<file path="src/rtl/jt51_timer_pkg.sv">
// Shared types and constants for the jt51 interval timer bank.
// The optional readback port is controlled by JT51_TIMER_READBACK_EN.
package jt51_timer_pkg;

  localparam int TIMER_PW = 4;

  typedef struct packed {
    logic load;
    logic oneshot;
    logic clr_flag;
    logic irq_en;
  } timer_ctrl_t;

endpackage

</file>
<file path="src/rtl/jt51_timer_ch.sv">
// One up-counting timer channel: prescaler, load edge detect, one-shot stop, flag and overflow.
// With JT51_TIMER_READBACK_EN defined the live counter is exported on cnt_rd.
module jt51_timer_ch
  import jt51_timer_pkg::*;
#(
  parameter int CW = 10
) (
  input  logic                clk,
  input  logic                rst,
  input  logic                tick,
  input  logic [CW-1:0]       start_value,
  input  logic [TIMER_PW-1:0] prescale,
  input  timer_ctrl_t         ctrl,
  output logic                flag,
  output logic                overflow,
  output logic                irq
`ifdef JT51_TIMER_READBACK_EN
  ,
  output logic [CW-1:0]       cnt_rd
`endif
);

  logic [CW-1:0]       cnt;
  logic [TIMER_PW-1:0] pre;
  logic                last_load;
  logic                done;
  logic                rise;
  logic                ovf_evt;

  always_comb begin
    rise    = ctrl.load & ~last_load;
    // A reload on the same tick suppresses any wrap the counter would have made.
    ovf_evt = tick & ~rise & last_load & ~done & (pre == prescale) & (&cnt);
  end

  always_ff @(posedge clk or posedge rst) begin
    if (rst) begin
      cnt       <= '0;
      pre       <= '0;
      last_load <= 1'b0;
      done      <= 1'b0;
    end else if (tick) begin
      last_load <= ctrl.load;
      if (rise) begin
        cnt  <= start_value;
        pre  <= '0;
        done <= 1'b0;
      end else if (last_load & ~done) begin
        if (pre == prescale) begin
          pre <= '0;
          if (&cnt) begin
            cnt  <= start_value;
            done <= ctrl.oneshot;
          end else begin
            cnt <= cnt + 1'b1;
          end
        end else begin
          pre <= pre + 1'b1;
        end
      end
    end
  end

  // Flag and pulse run on every clk so a clear works even while cen is low.
  always_ff @(posedge clk or posedge rst) begin
    if (rst) begin
      flag     <= 1'b0;
      overflow <= 1'b0;
    end else begin
      overflow <= ovf_evt;
      if (ctrl.clr_flag)
        flag <= 1'b0;
      else if (ovf_evt)
        flag <= 1'b1;
    end
  end

  assign irq = flag & ctrl.irq_en;

`ifdef JT51_TIMER_READBACK_EN
  assign cnt_rd = cnt;
`endif

endmodule

</file>
<file path="src/rtl/jt51_timer_bank.sv">
// Bank of NT interval timers: slices the packed buses per channel and combines the IRQs.
// Port cnt_rd exists only when JT51_TIMER_READBACK_EN is defined.
module jt51_timer_bank
  import jt51_timer_pkg::*;
#(
  parameter int NT = 2,
  parameter int CW = 10
) (
  input  logic                   clk,
  input  logic                   rst,
  input  logic                   cen,
  input  logic                   zero,
  input  logic [NT*CW-1:0]       start_value,
  input  logic [NT-1:0]          load,
  input  logic [NT-1:0]          oneshot,
  input  logic [NT*TIMER_PW-1:0] prescale,
  input  logic [NT-1:0]          clr_flag,
  input  logic [NT-1:0]          irq_en,
  output logic [NT-1:0]          flag,
  output logic [NT-1:0]          overflow,
  output logic                   irq_n
`ifdef JT51_TIMER_READBACK_EN
  ,
  output logic [NT*CW-1:0]       cnt_rd
`endif
);

  logic          tick;
  logic [NT-1:0] irq;

  assign tick  = cen & zero;
  assign irq_n = ~|irq;

  for (genvar i = 0; i < NT; i++) begin : g_ch
    timer_ctrl_t ctrl;

    assign ctrl = '{load: load[i], oneshot: oneshot[i], clr_flag: clr_flag[i], irq_en: irq_en[i]};

    jt51_timer_ch #(.CW(CW)) u_ch (
      .clk        (clk),
      .rst        (rst),
      .tick       (tick),
      .start_value(start_value[i*CW +: CW]),
      .prescale   (prescale[i*TIMER_PW +: TIMER_PW]),
      .ctrl       (ctrl),
      .flag       (flag[i]),
      .overflow   (overflow[i]),
      .irq        (irq[i])
`ifdef JT51_TIMER_READBACK_EN
      ,
      .cnt_rd     (cnt_rd[i*CW +: CW])
`endif
    );
  end

endmodule
</file>
<file path="config.mk">
export PLATFORM = sky130hd
export DESIGN_NAME = jt51_timer_bank
export DESIGN_NICKNAME = d
export VERILOG_FILES = /design/src/rtl/jt51_timer_pkg.sv /design/src/rtl/jt51_timer_ch.sv /design/src/rtl/jt51_timer_bank.sv
export SDC_FILE = /design/constraint.sdc
export NUM_CORES = 1
export LEC_CHECK = 0
export BUFFER_PORTS_ARGS = -buffer_cell sky130_fd_sc_hd__buf_2
export CAP_MARGIN = 30
export CORE_UTILIZATION = 49
export DETAILED_ROUTE_END_ITERATION = 8
export PLACE_DENSITY = 0.86
export SLEW_MARGIN = 0
export SYNTH_ARGS = -nofsm -noshare
export SYNTH_HDL_FRONTEND = slang
export SYNTH_SLANG_ARGS = --single-unit
</file>
<file path="constraint.sdc">
create_clock -name clk -period 2 [get_ports clk]
set_clock_uncertainty 0.05 [all_clocks]
set_input_delay 0.4 -clock clk [delete_from_list [all_inputs] [get_ports clk]]
set_output_delay 0.4 -clock clk [all_outputs]
set_load 0.02 [all_outputs]
</file>
* Word-level counts from Yosys, hierarchy flattened *
Cells that the tools add are included.
W data, S select, Z words.

operators by class
  add/sub/neg operators = 4
  eq/ne operators = 2
  mux-type cells = 26
  bitwise gates (word level) = 23
  reduce and logical (&&, ||, !) cells = 18

operator list
  kind                     count
  $mux W10                 8
  $mux W4                  6
  $add A10 B1 Y10 const B  2
  $reduce_and A10 Y1       2
  $and A1 B1 Y1            17
  $reduce_bool A2 Y1       8
  $mux W1                  12
  $add A4 B1 Y4 const B    2
  $eq A4 B4 Y1             2
  $reduce_and A4 Y1        2
  $not A1 Y1               6
  $reduce_and A3 Y1        2
  $reduce_and A2 Y1        2
  $reduce_or A2 Y1         1
  $logic_not A1 Y1         1

storage, ports and cells
  register bits after elaboration = 36
  input bits = 40
  output and inout port bits = 5
  word-level logic and storage cells = 85

* Logic depth before layout (Yosys ltp) *
  depth in word-level cells = 10
  depth in mapped cells = 7
  gate-level depth less buffers = 6

* Hierarchy *
Synthesis repeated with hierarchy kept, for this count alone.

unflattened totals
  cells, all modules = 242
  area, all modules = 2,259.7 µm²

modules (own cells, without submodules)
  module           times used  cells an instance  area each (µm²)  seq. area each (µm²)
  jt51_timer_ch    2           120                1,124.8          450.4
  jt51_timer_bank  1           2                  10.0             0.0

* Worst setup path after synthesis *
Ideal clock, no wire load.

  path type = reg-to-reg
  start = reg g_ch[0].u_ch.pre[1]
  end = reg g_ch[0].u_ch.cnt[6]
  library setup time = 126 ps
  arrival = 1,662 ps
  required time = 1,824 ps
  setup slack = 162 ps
  cell stages (with the launch flop) = 6
  path buffers = 0
  period minus slack after synthesis = 1,838 ps
  path through = dfrtp_1 > xor2_1 > nor4_4 > nand3_2 > a21o_1 > a221o_1

between the ends
  word-level cells in the longest chain between the ends = 3

ends and longest elaborated chain
  item                          RTL line             source
  start, declared               jt51_timer_ch.sv:24  logic [TIMER_PW-1:0] pre;
  start signal, assigned        jt51_timer_ch.sv:58  pre <= pre + 1'b1;
  $eq A4 B4 Y1                  jt51_timer_ch.sv:49  if (pre == prescale) begin
  $reduce_bool A2 Y1 (no line)  -
  $reduce_and A3 Y1 (no line)   -
  end signal, assigned          jt51_timer_ch.sv:45  cnt <= start_value;
  end signal, assigned          jt51_timer_ch.sv:52  cnt <= start_value;
  end signal, assigned          jt51_timer_ch.sv:55  cnt <= cnt + 1'b1;
  end, declared                 jt51_timer_ch.sv:23  logic [CW-1:0] cnt;

Every way passes these cells.
A chain may end at the register's enable or synchronous reset.

* Worst setup path in the final report *
  start = reg g_ch[1].u_ch.pre[0]
  end = reg g_ch[1].u_ch.cnt[4]

between the ends
  word-level cells in the longest chain between the ends = 3

ends and longest elaborated chain
  item                          RTL line
  start, declared               jt51_timer_ch.sv:24
  start signal, assigned        jt51_timer_ch.sv:58
  $eq A4 B4 Y1                  jt51_timer_ch.sv:49
  $reduce_bool A2 Y1 (no line)  -
  $reduce_and A3 Y1 (no line)   -
  end signal, assigned          jt51_timer_ch.sv:45
  end signal, assigned          jt51_timer_ch.sv:52
  end signal, assigned          jt51_timer_ch.sv:55
  end, declared                 jt51_timer_ch.sv:23

Every way passes these cells.

==> impl_metrics.csv <==
group,metric,value,unit
status,status,"finished clean",
clock_network,cts_root_buf,"clkbuf_8",
synth,netlist_instances,241,
worst_hold_path,hold_path_class,"in2async",
critical_path,reg2reg_setup_slack,0.11,ns
synth,synth-xor-area-share,4.875,%
route,drtIter0Drc,142,
synth,synth-seq-cells,36,
synth,synth-simple-area-share,20.72,%
pwr,p_leak,1.207,nW
synth,synthArstFlopShare,100.0,%
critical_path,rr_startpoint,"g_ch[1].u_ch.pre[0]$_DFFE_PP0P_",
synth,synth.avg_cell_area,8.945,sq um
critical_path,cp_data_arrival_time,2.01,ns
critical_path,critPathMaxFanout,6,
timing,fin_tns_setup,0,ns
global_routing,grt_pass1_wl,8597,microns
layout,n_fill_cell,339,
timing,max_freq,530.0,MHz
route,dr.pass1.iters,4,
global_routing,grt_util_all_layers,25.14,%
timing,finalSetupViolations,0,
clock_network,worstSkewPairLatency,0.29,ns
synth,synth_compound_gate_area_share,23.39,%
layout,multi_input_area,0.001185,sq mm
clock_network,cts_buffers,5,
synth,yosys-top-cells-area,"dfrtp_1 42%, a21oi_1 5.1%, o21ai_0 4.9%, nand2_1 3.8%, nor2_1 3.3%",
synth,synth_nets,285,
route,num_vias,2079,
synth,yosys_most_used_dff,"dfrtp_1",
timing,fin_crit_sh,94.34,%
timing,slew_headroom,67.01,%
clock_network,htreeDepth,2,
timing,rsz0062_at_grt,"no",
global_routing,antenna_found_initial,0,
synth,seq_area_frac_synth,41.79,%
critical_path,rr_worst_depth,5,
critical_path,worstReg2RegEnd,"g_ch[1].u_ch.cnt[4]$_DFFE_PP0P_",
clock_network,path_clk_slew,0.07,ns
synth,yosys.area.top_type,"dfrtp_1",
clock_network,cts_buffer_depth,2,
die,die_h,68.33,microns
place,routabilityCongestion,0.8606,
route,drc,0,
critical_path,endpoint,"g_ch[1].u_ch.cnt[4]$_DFFE_PP0P_",
place,place_hpwl,3837,microns
synth,yosys_warnings,0,
layout,antenna_cells,0,
die,coreArea,0.004115,sq mm
clock_network,cts_tree,"yes",
synth,synth_top_family_by_area,"compound AO/OA/AOI/OAI gates",
synth,ys_types,51,
global_routing,grt_max_degree,37,
critical_path,cp-startpoint,"g_ch[1].u_ch.pre[0]$_DFFE_PP0P_",
critical_path,crit_required,2.12,ns
place,place_ws,0.05324,ns
synth,synth_area,0.002156,sq mm
die,initial_core_util,52.39,%
layout,nNetsFinal,344,
synth,synth_top_area_share,41.79,%
synth,synth_edf_count,0,
clock_network,clock_sinks,36,
timing,worst_pin_slew,0.4948,ns
die,rows,23,
synth,synth.mux.area_fraction,2.438,%
die,io_pins,45,
layout,stdcell_count,351,
clock_network,ctsHoldBuffers,0,
pwr,irDropWorstVdd,0.0003991,V
route,drt-wirelength-per-cell,15.17,microns
critical_path,crit_path_start_kind,"register",
timing,slew_viol_final,0,
die,fp.dieW,68.33,microns
layout,synthToLayoutAreaGrowth,23.22,%
route,routed_wl,5325,microns
route,drtAntennaViolNets,0,
route,viasPerCell,5.923,
synth,synth_adder_area_share,2.322,%
layout,regArea,900.9,sq um
critical_path,worstSetupPathType,"reg2reg",
layout,drive_gt1_share,28.24,%
die,die-area,0.004669,sq mm
timing,hold_viol_final,0,
critical_path,endpoint_kind,"register",
global_routing,grt_pass1_vias,1943,
place,io_buffers,44,
flow_run,drv_cap,0,
global_routing,gr-total-overflow,0,
place,dp.cells,340,
pwr,power.density,998.2,mW/mm^2
timing,setup_ws,0.1132,ns
timing,final.min_clock_period,1.887,ns
==> kinds of logic (layout without fill, tap and decap cells) <==
group	after synthesis	count (layout)
muxes	5	5
xor gates and xnor gates	12	12
DFF	36	36
buffers and inverters	21	81
adders and majority gates	4	4
AOI/OAI and AO/OA	78	78
and+or+nand+nor	85	85
==> area by class of cell <==
type                    count  area share (%)
multi-input cells         184           44.61
flip-flops and latches     36           33.91
repair buffers             63           13.66
clock buffers               6           2.732
well taps                  50           2.355
inverters                  10           1.413
clock inverters             2           1.319
==> power by group <==
| group | total (mW) | switching [mW] | internal [mW] |
|---|---|---|---|
| Sequential | 1.19 | 0.246 | 0.942 |
| Combinational | 0.828 | 0.444 | 0.384 |
| Clock | 0.636 | 0.266 | 0.370 |
==> cell usage in the layout (no fill, tap or decap), types with 3 or more instances in the layout <==
| cell type | count |
|---|---|
| nand2_1 | 22 |
| nor4_1 | 3 |
| nand4_1 | 8 |
| nor2_1 | 19 |
| mux2i_1 | 3 |
| nor2b_1 | 4 |
| nand2b_1 | 4 |
| xor2_1 | 7 |
| buf_2 | 44 |
| a31oi_1 | 3 |
| buf_4 | 19 |
| nor3_1 | 5 |
| o22ai_1 | 3 |
| xnor2_1 | 3 |
| clkbuf_8 | 5 |
| nand3_1 | 8 |
| a32oi_1 | 3 |
| ha_1 | 4 |
| o21ai_0 | 21 |
| dfrtp_1 | 36 |
| a21o_1 | 3 |
| a21oi_1 | 22 |
| inv_1 | 10 |
==> state kept, by name, summed over array words and instances, names as in the netlist <==
signal and flops:
g_ch.u_ch.last_load 2, g_ch.u_ch.cnt 20, g_ch.u_ch.done 2, g_ch.u_ch.flag 2, g_ch.u_ch.pre 8, g_ch.u_ch.overflow 2
==> through the flow <==
stage / hold WS [ns] / cell area [sq um] / total power, mW / utilization [%]
after global placement: 0.4369 / 2500 / 1.908 / 60.75
after CTS: 0.1658 / 2608 / 2.611 / 63.36
after detailed placement: 0.4429 / 2500 / 1.970 / 60.75
after floorplan: 0.4102 / 2156 / 1.701 / -
after global routing: 0.2179 / 2656 / 2.839 / 64.55
final: 0.1530 / 2656 / 2.651 / 64.55
==> worst min path at each step <==
stage	start	endpoint	slack (ns)	cells after the start
floorplan	g_ch[0].u_ch.done$_DFFE_PP0P_	g_ch[0].u_ch.done$_DFFE_PP0P_	0.41	2
global placement	g_ch[0].u_ch.done$_DFFE_PP0P_	g_ch[0].u_ch.done$_DFFE_PP0P_	0.44	2
detailed placement	g_ch[0].u_ch.done$_DFFE_PP0P_	g_ch[0].u_ch.done$_DFFE_PP0P_	0.44	2
CTS	rst	g_ch[0].u_ch.overflow$_DFF_PP0_	0.17	3
global route	rst	g_ch[1].u_ch.overflow$_DFF_PP0_	0.22	3
finish	rst	g_ch[1].u_ch.overflow$_DFF_PP0_	0.15	3
==> critical path: stages, from the launching register on <==
cell     delay (ns)
dfrtp_1        0.47
xnor2_2        0.20
nand4_1        0.14
or4b_2         0.66
a21oi_1        0.16
o22ai_1        0.09
==> routing by layer <==
metal,vias up,global-route usage [%],wire length [microns]
met2,70,41.18,2542
li1,1013,-,-
met3,11,5.167,289
met1,985,31.64,2385
met4,0,11.20,108
met5,-,0,0
==> repair_timing <==
action | CTS | global route
resized for setup | 0 | 4
setup endpoints to repair | 0 | 6
setup buffers | 0 | 3
==> cells in the mapped netlist, drive strengths merged, types with 3 or more instances <==
master,number
buf,6
nand4,8
a21o,4
inv,10
nor2b,4
nand2b,4
a31oi,3
a32oi,3
clkbuf,5
nor2,19
dfrtp,36
nand3,9
nor3,5
mux2i,3
a21oi,23
xnor2,5
o21ai,21
o22ai,3
xor2,7
ha,4
nand2,22
o31ai,4
nor4,5
No activity file was read; power rests on OpenSTA's default activity.
